<file path="src/rtl/sync_fifo_param_pkg.sv">
// sync_fifo_pkg: shared constants, count-width helper and status bundle
// for the parametrised synchronous FIFO.
package sync_fifo_pkg;

  localparam int DEF_WIDTH = 16;
  localparam int DEF_DEPTH = 8;

  function automatic int cnt_width(input int depth);
    return $clog2(depth + 1);
  endfunction

  typedef struct packed {
    logic full;
    logic empty;
    logic almostfull;
    logic almostempty;
    logic overflow;
    logic underflow;
    logic wr_ack;
  } fifo_status_t;

endpackage

</file>
<file path="src/rtl/sync_fifo_param_if.sv">
// sync_fifo_param_if: write/read/status signal bundle of the FIFO.
// master drives requests, slave is the FIFO side.
interface sync_fifo_param_if
  import sync_fifo_pkg::*;
#(
  parameter int WIDTH = DEF_WIDTH,
  parameter int DEPTH = DEF_DEPTH,
  parameter int CW    = cnt_width(DEPTH)
);
  logic [WIDTH-1:0] data_in;
  logic             wr_en;
  logic             rd_en;
  logic [WIDTH-1:0] data_out;
  logic             wr_ack;
  logic             overflow;
  logic             underflow;
  logic             full;
  logic             empty;
  logic             almostfull;
  logic             almostempty;
  logic [CW-1:0]    count;

  modport master (
    output data_in, wr_en, rd_en,
    input  data_out, wr_ack, overflow, underflow,
    input  full, empty, almostfull, almostempty, count
  );

  modport slave (
    input  data_in, wr_en, rd_en,
    output data_out, wr_ack, overflow, underflow,
    output full, empty, almostfull, almostempty, count
  );
endinterface

</file>
<file path="src/rtl/sync_fifo_param_mem.sv">
// fifo_mem: DEPTH x WIDTH register array, synchronous write,
// combinational read address.
module fifo_mem #(
  parameter int WIDTH = 16,
  parameter int DEPTH = 8,
  parameter int AW    = $clog2(DEPTH)
) (
  input  logic             clk,
  input  logic             we,
  input  logic [AW-1:0]    waddr,
  input  logic [WIDTH-1:0] wdata,
  input  logic [AW-1:0]    raddr,
  output logic [WIDTH-1:0] rdata
);
  logic [WIDTH-1:0] mem [DEPTH];

  // storage is intentionally not reset
  always_ff @(posedge clk) begin
    if (we) mem[waddr] <= wdata;
  end

  assign rdata = mem[raddr];
endmodule

</file>
<file path="src/rtl/sync_fifo_param.sv">
// sync_fifo_param: parametrised FIFO with thresholds and pass-through.
// Define FIFO_FWFT_EN for first-word fall-through output.
module sync_fifo_param
  import sync_fifo_pkg::*;
#(
  parameter int WIDTH    = DEF_WIDTH,
  parameter int DEPTH    = DEF_DEPTH,
  parameter int AF_LEVEL = DEPTH - 1,
  parameter int AE_LEVEL = 1
) (
  input logic clk,
  input logic rst,
  sync_fifo_param_if.slave bus
);
  localparam int CW = cnt_width(DEPTH);
  localparam int AW = $clog2(DEPTH);
  localparam logic [CW-1:0] FULL_C = CW'(DEPTH);
  localparam logic [CW-1:0] AF_C   = CW'(AF_LEVEL);
  localparam logic [CW-1:0] AE_C   = CW'(AE_LEVEL);
  localparam logic [AW-1:0] LAST   = AW'(DEPTH - 1);

  logic [AW-1:0]    wr_ptr;
  logic [AW-1:0]    rd_ptr;
  logic [CW-1:0]    count;
  logic [WIDTH-1:0] rdata;
  logic             full;
  logic             empty;
  logic             wr_ok;
  logic             rd_ok;

  assign full  = (count == FULL_C);
  assign empty = (count == '0);
  assign rd_ok = bus.rd_en && !empty;
  assign wr_ok = bus.wr_en && (!full || bus.rd_en);

  fifo_mem #(
    .WIDTH (WIDTH),
    .DEPTH (DEPTH),
    .AW    (AW)
  ) u_mem (
    .clk   (clk),
    .we    (wr_ok),
    .waddr (wr_ptr),
    .wdata (bus.data_in),
    .raddr (rd_ptr),
    .rdata (rdata)
  );

  // pointers and occupancy; wrap is explicit, no power-of-two needed
  always_ff @(posedge clk or posedge rst) begin
    if (rst) begin
      wr_ptr <= '0;
      rd_ptr <= '0;
      count  <= '0;
    end else begin
      if (wr_ok)
        wr_ptr <= (wr_ptr == LAST) ? '0 : wr_ptr + AW'(1);
      if (rd_ok)
        rd_ptr <= (rd_ptr == LAST) ? '0 : rd_ptr + AW'(1);
      case ({wr_ok, rd_ok})
        2'b10:   count <= count + CW'(1);
        2'b01:   count <= count - CW'(1);
        default: count <= count;
      endcase
    end
  end

  // one-cycle handshake pulses for the previous request
  always_ff @(posedge clk or posedge rst) begin
    if (rst) begin
      bus.wr_ack    <= 1'b0;
      bus.overflow  <= 1'b0;
      bus.underflow <= 1'b0;
    end else begin
      bus.wr_ack    <= wr_ok;
      bus.overflow  <= bus.wr_en && !wr_ok;
      bus.underflow <= bus.rd_en && empty;
    end
  end

`ifdef FIFO_FWFT_EN
  assign bus.data_out = empty ? '0 : rdata;
`else
  // registered read: head word captured on each accepted read
  always_ff @(posedge clk or posedge rst) begin
    if (rst)        bus.data_out <= '0;
    else if (rd_ok) bus.data_out <= rdata;
  end
`endif

  assign bus.full        = full;
  assign bus.empty       = empty;
  assign bus.almostfull  = (count >= AF_C);
  assign bus.almostempty = (count <= AE_C);
  assign bus.count       = count;
endmodule

</file>
<file path="src/flat_wrapper.sv">
// flat-port wrapper written by rule: the top's interface ports become plain ports
module sync_fifo_param_flat import sync_fifo_pkg::*;
#(
  parameter int WIDTH    = DEF_WIDTH,
  parameter int DEPTH    = DEF_DEPTH,
  parameter int AF_LEVEL = DEPTH - 1,
  parameter int AE_LEVEL = 1
)
  (clk, rst, bus_data_in, bus_wr_en, bus_rd_en, bus_data_out, bus_wr_ack, bus_overflow, bus_underflow, bus_full, bus_empty, bus_almostfull, bus_almostempty, bus_count);
  sync_fifo_param_if #(.WIDTH(WIDTH), .DEPTH(DEPTH)) bus_i ();
  input logic clk;
  input logic rst;
  input wire logic [$bits(bus_i.data_in)-1:0] bus_data_in;
  input wire logic [$bits(bus_i.wr_en)-1:0] bus_wr_en;
  input wire logic [$bits(bus_i.rd_en)-1:0] bus_rd_en;
  output wire logic [$bits(bus_i.data_out)-1:0] bus_data_out;
  output wire logic [$bits(bus_i.wr_ack)-1:0] bus_wr_ack;
  output wire logic [$bits(bus_i.overflow)-1:0] bus_overflow;
  output wire logic [$bits(bus_i.underflow)-1:0] bus_underflow;
  output wire logic [$bits(bus_i.full)-1:0] bus_full;
  output wire logic [$bits(bus_i.empty)-1:0] bus_empty;
  output wire logic [$bits(bus_i.almostfull)-1:0] bus_almostfull;
  output wire logic [$bits(bus_i.almostempty)-1:0] bus_almostempty;
  output wire logic [$bits(bus_i.count)-1:0] bus_count;
  assign bus_i.data_in = bus_data_in;
  assign bus_i.wr_en = bus_wr_en;
  assign bus_i.rd_en = bus_rd_en;
  assign bus_data_out = bus_i.data_out;
  assign bus_wr_ack = bus_i.wr_ack;
  assign bus_overflow = bus_i.overflow;
  assign bus_underflow = bus_i.underflow;
  assign bus_full = bus_i.full;
  assign bus_empty = bus_i.empty;
  assign bus_almostfull = bus_i.almostfull;
  assign bus_almostempty = bus_i.almostempty;
  assign bus_count = bus_i.count;
  sync_fifo_param #(.WIDTH(WIDTH), .DEPTH(DEPTH), .AF_LEVEL(AF_LEVEL), .AE_LEVEL(AE_LEVEL)) u_core (.clk(clk), .rst(rst), .bus(bus_i));
endmodule
</file>
<file path="config.mk">
export PLATFORM = sky130hd
export DESIGN_NAME = sync_fifo_param_flat
export DESIGN_NICKNAME = d
export VERILOG_FILES = /design/src/rtl/sync_fifo_param_pkg.sv /design/src/rtl/sync_fifo_param_if.sv /design/src/rtl/sync_fifo_param_mem.sv /design/src/rtl/sync_fifo_param.sv /design/src/flat_wrapper.sv
export SDC_FILE = /design/constraint.sdc
export NUM_CORES = 1
export LEC_CHECK = 0
export BUFFER_PORTS_ARGS = -buffer_cell sky130_fd_sc_hd__buf_2
export CAP_MARGIN = 20
export CORE_ASPECT_RATIO = 0.8
export CORE_MARGIN = 3
export CORE_UTILIZATION = 64
export DETAILED_ROUTE_END_ITERATION = 12
export GPL_TIMING_DRIVEN = 0
export PLACE_DENSITY = 0.95
export SLEW_MARGIN = 20
export SYNTH_ARGS = -nofsm -noshare
export SYNTH_HDL_FRONTEND = slang
export SYNTH_SLANG_ARGS = --single-unit
</file>
<file path="constraint.sdc">
create_clock -name clk -period 7.6 [get_ports clk]
set_clock_uncertainty 0.15 [all_clocks]
set_input_delay 0.76 -clock clk [delete_from_list [all_inputs] [get_ports clk]]
set_output_delay 0.76 -clock clk [all_outputs]
set_load 0.05 [all_outputs]
</file>
After elaboration in Yosys (flattened, before gate mapping)
Memories as Yosys holds them, arrays and structs flattened. A register that Yosys moved wholly into a read port is not among the register bits.
Cells that the tools add are included.

operators by class
  add/subtract/negate cells = 4
  $lt $le $gt $ge = 2
  eq/ne operators = 5
  mux-type cells = 5
  reduce and logical (&&, ||, !) cells = 10

operator list
  operator               number
  $pmux W4 S2            1
  $add A3 B1 Y3 const B  2
  $eq A3 B3 Y1 const B   2
  $mux W3                2
  $add A4 B1 Y4 const B  1
  $eq A4 B4 Y1 const B   1
  $ge A4 B3 Y1 const B   1
  $le A4 B1 Y1 const B   1
  $logic_and A1 B1 Y1    4
  $logic_not A4 Y1       1
  $sub A4 B1 Y4 const B  1
  $logic_not A1 Y1       3
  $eq A2 B1 Y1 const B   1
  $eq A2 B2 Y1 const B   1
  $mux W1                2
  $reduce_bool A2 Y1     1
  $logic_or A1 B1 Y1     1

word-level totals
  bits in registers = 13
  memory bits (writable) = 128
  input bits = 20
  output and inout bits = 27
  logic and storage cells = 33
  memories = 1

memory list
  name              depth  bits a word  read ports  clocked after Yosys merged registers in  wr ports  line                       source
  u_core.u_mem.mem  8      16           1           1                                        1         sync_fifo_param_mem.sv:15  logic [WIDTH-1:0] mem [DEPTH];

Logic depth before layout (Yosys ltp)
  word-level depth = 6
  gate-level depth with buffers = 10

Modules after synthesis
Synthesis repeated with hierarchy kept, for this count alone.

unflattened totals
  cells, all modules = 289
  area, all modules = 6,364.9 um^2

by module, submodules not included
  module           instances  cells each  area each (um^2)
  fifo_mem         1          198         4,973.5
  sync_fifo_param  1          91          1,391.3

Worst setup path before layout
Ideal clock, no wire load.

  path kind = register -> register
  start point = register u_core.count[0] (netlist: u_core.bus.count[0])
  end point = memory u_core.u_mem.mem[0][0] (enable)
  setup time = 0.430 ns
  arrival = 2.898 ns
  path slack = 4.122 ns
  cell stages (with the launch flop) = 6
  path buffers = 0
  cell sequence = dfrtp_1 -> inv_1 -> ha_1 -> nand3b_1 -> o21ai_2 -> nor4_1

between the ends
  cells in the longest elaborated chain, start to end = 6

ends and longest elaborated chain
  element                        line                       source
  start, declared                sync_fifo_param.sv:24      logic [CW-1:0] count;
  start signal, assigned         sync_fifo_param.sv:61      2'b10: count <= count + CW'(1);
  start signal, assigned         sync_fifo_param.sv:62      2'b01: count <= count - CW'(1);
  start signal, assigned         sync_fifo_param.sv:63      default: count <= count;
  $eq A4 B4 Y1                   sync_fifo_param.sv:31      assign full = (count == FULL_C);
  $logic_not A1 Y1               sync_fifo_param.sv:34      assign wr_ok = bus.wr_en && (!full || bus.rd_en);
  $logic_or A1 B1 Y1             sync_fifo_param.sv:34
  $logic_and A1 B1 Y1            sync_fifo_param.sv:34
  $mux W1                        sync_fifo_param_mem.sv:19  if (we) mem[waddr] <= wdata;
  $mux W1 (implied by the code)  sync_fifo_param_mem.sv:19
  end, declared                  sync_fifo_param_mem.sv:15

Every way passes these cells.

Final worst setup path
  start point = register u_core.count[1] (netlist: u_core.bus.count[1])
  end point = output bus_empty

between the ends
  cells in the longest elaborated chain, start to end = 1

ends and longest elaborated chain
  element           line                   source
  $logic_not A4 Y1  sync_fifo_param.sv:32  assign empty = (count == '0);
  end, declared     flat_wrapper.sv:21     output wire logic [$bits(bus_i.empty)-1:0] bus_empty;

Every way passes these cells.

==> metrics.txt <==
grt ovf 0; gr usage total 0.264; vias in the first global route around 3700; number of flops mapped to enable cells by yosys 128; CTS tree done; DR iter-0 viols 360; WS Path Type reg -> out; die footprint approximately 0.011 mm²; Hold Violations, Final 0; clock sinks 157; first-pass detailed-route iteration total 5; ratio of final minimum period to clock period 0.427; Avg Inst Size Synth roughly 17 µm²; synth top area cells edfxtp_1 61%, dfrtp_1 11%, mux2_2 6.2%, mux2i_1 5.2%, o31ai_2 3.2%; post-DR vias/cell 6.16; port buffer count 46; layout cells sized above 1 0.344; post-layout net count 472; FMAX 308 MHz; most frequent cells after synthesis 128 x edfxtp_1, 35 x mux2_2, 33 x mux2i_1; first-pass GRT wire length 20.6 mm; DRT antenna net count 0; final WL approximately 14 mm; Synth warnings 0; Critical Path Fanout Max 10; Slew HR 0.460; Max IR drop VDD 0.222 mV; Root Buffer clkbuf_16; Finished Layout Cells 588; CP Capture Type output pin; Reg clk slew, reported paths 0.06 ns; most common cell in the netlist edfxtp_1; predominant post-synthesis flop cell edfxtp_1; CTS buffer count 17; Syn Nets 395; setup violators final 0; ys async rst share 0.185; MaxCap Viol Count 0; die width roughly 120 µm; largest net degree at the start of global routing 30; routed via count 3623; Cell Area, Synth ~0.0063 mm²; cell taking the most area after synthesis edfxtp_1; unrepaired setup endpoints after global routing false; P&R area growth vs syn 17.6%; Period minus WS final 3.25 ns; top cell type's share of synthesized area 0.607; Longest Clk Path Bufs 2; Rows 31; H-Tree Depth 4; hold buffers post-CTS 0; Arr. time, crit path roughly 2.3 ns; worst slew pin tran 0.806 ns; Synth Register Bits 157; Initial Util 0.677; Final HPWL DP 8.63 mm; status finished, final reports clean; Post-Synthesis Cells around 370; Setup crit start kind flip-flop; Ports 47; # DRC 0; fin. max-slew vios 0; routed len/inst about 23 µm; worst-skew pair later-pin latency around 0.42 ns; core box area 0.00935 mm²; # diodes 0; Leak Pwr 2.81 nW; sequential-to-total area share from yosys stat 0.722; worst min path class in -> async; RePlAce Congestion 0.824; Placed Cells incl. Taps 556; Setup Total Neg Slack 0 ns; Critical Path RT 6.69 ns; Post-CTS Resized 0; initial antenna violation count 0; pwr dens between 400 and 500 mW/mm²; fillers 475; Die Height between 90 and 100 µm; Cell variety after synth 34; Post CTS Setup Buffer Count 0
## routing by layer
metal,up-vias,global-route usage,part of all wire
li1,1588,-,-
met1,1848,0.342,0.40
met2,157,0.435,0.51
met3,30,0.0596,0.072
met4,0,0.104,0.019
met5,-,0,0
## worst max-delay path: stages, from the launching register on
cell	delay, ns
dfrtp_1	0.44
inv_1	0.14
ha_1	0.20
nor3b_1	0.21
buf_2	0.28
buf_2	0.31
buf_2	0.32
## kinds of logic after synthesis
| logic type | after synthesis | share of synthesized area |
|---|---|---|
| compound gates | 71 | 0.0891 |
| xor+xnor | 4 | 0.00554 |
| fa+ha+maj | 9 | 0.0178 |
| buf+inv | 25 | 0.0219 |
| flops | 157 | 0.722 |
| mux | 70 | 0.118 |
| simple gates | 30 | 0.0257 |
## metrics by stage
stage	setup WS [ns]	area (µm²)	hold slack (ns)	total power [mW]	util
after floorplan	4.12	6330	0.397	2.04	-
after global placement	3.10	6730	0.358	2.28	0.719
after detailed placement	4.84	6870	0.369	2.37	0.735
after CTS	4.37	7440	0.315	3.19	0.796
after global routing	4.28	7440	0.345	3.31	0.796
final	4.35	7440	0.304	3.19	0.796
## power breakdown
group          internal (mW)  switching, mW  leakage [nW]
combinational          0.411          0.747          1.02
clock                  0.507          0.315         0.280
sequential              1.11         0.0992          1.51
## flip-flops by register name, summed over array words and instances, names as in the netlist
name,cells
u_core.rd_ptr,3
u_core.bus.overflow,1
u_core.wr_ptr,3
u_core.bus.data_out,16
u_core.u_mem.mem,128
u_core.bus.count,4
u_core.bus.underflow,1
u_core.bus.wr_ack,1
## layout by cell type (no fill, tap or decap), types with 2 or more instances in the layout
master	count
a22o_1	16
buf_2	53
buf_4	11
buf_6	5
buf_8	2
bufinv_16	2
clkbuf_1	9
clkbuf_16	17
clkbuf_8	3
clkinv_1	2
clkinv_2	2
dfrtp_1	29
edfxtp_1	128
ha_1	9
inv_1	6
mux2_1	2
mux2_2	35
mux2i_1	33
nand2_1	3
nand2b_1	5
nor2_1	5
nor2_2	3
nor2b_1	2
nor3_2	4
o21ai_0	19
o22ai_1	16
o31ai_2	16
xnor2_1	2
xor2_1	2
## area by class of cell
cell class	instances	area [µm²]	share of cell area
Buffer	18	113	0.0151
Clock buffer	25	485	0.0652
Clock inverter	7	86.3	0.0116
Inverter	7	26.3	0.00353
Multi-Input combinational cell	184	1660	0.222
Sequential cell	157	4570	0.614
Tap cell	132	165	0.0222
Timing Repair Buffer	58	340	0.0457
## worst paths after layout
kind	startpoint	end	slack (ns)	cells after the start
worst max-delay path	u_core.bus.count[1]$_DFFE_PP0P_	bus_empty	4.35	6
min in group clk	u_core.bus.data_out[1]$_DFFE_PP0P_	u_core.bus.data_out[1]$_DFFE_PP0P_	0.38	2
worst min-delay path	rst	u_core.bus.data_out[15]$_DFFE_PP0P_	0.30	2
worst max register to register	u_core.bus.count[0]$_DFFE_PP0P_	u_core.u_mem.mem[0][14]$_DFFE_PP_	4.82	7
max in group asynchronous	rst	u_core.bus.data_out[14]$_DFFE_PP0P_	6.54	2
worst min register to register	u_core.bus.data_out[1]$_DFFE_PP0P_	u_core.bus.data_out[1]$_DFFE_PP0P_	0.38	2
Power figures use the tool's default switching activity.
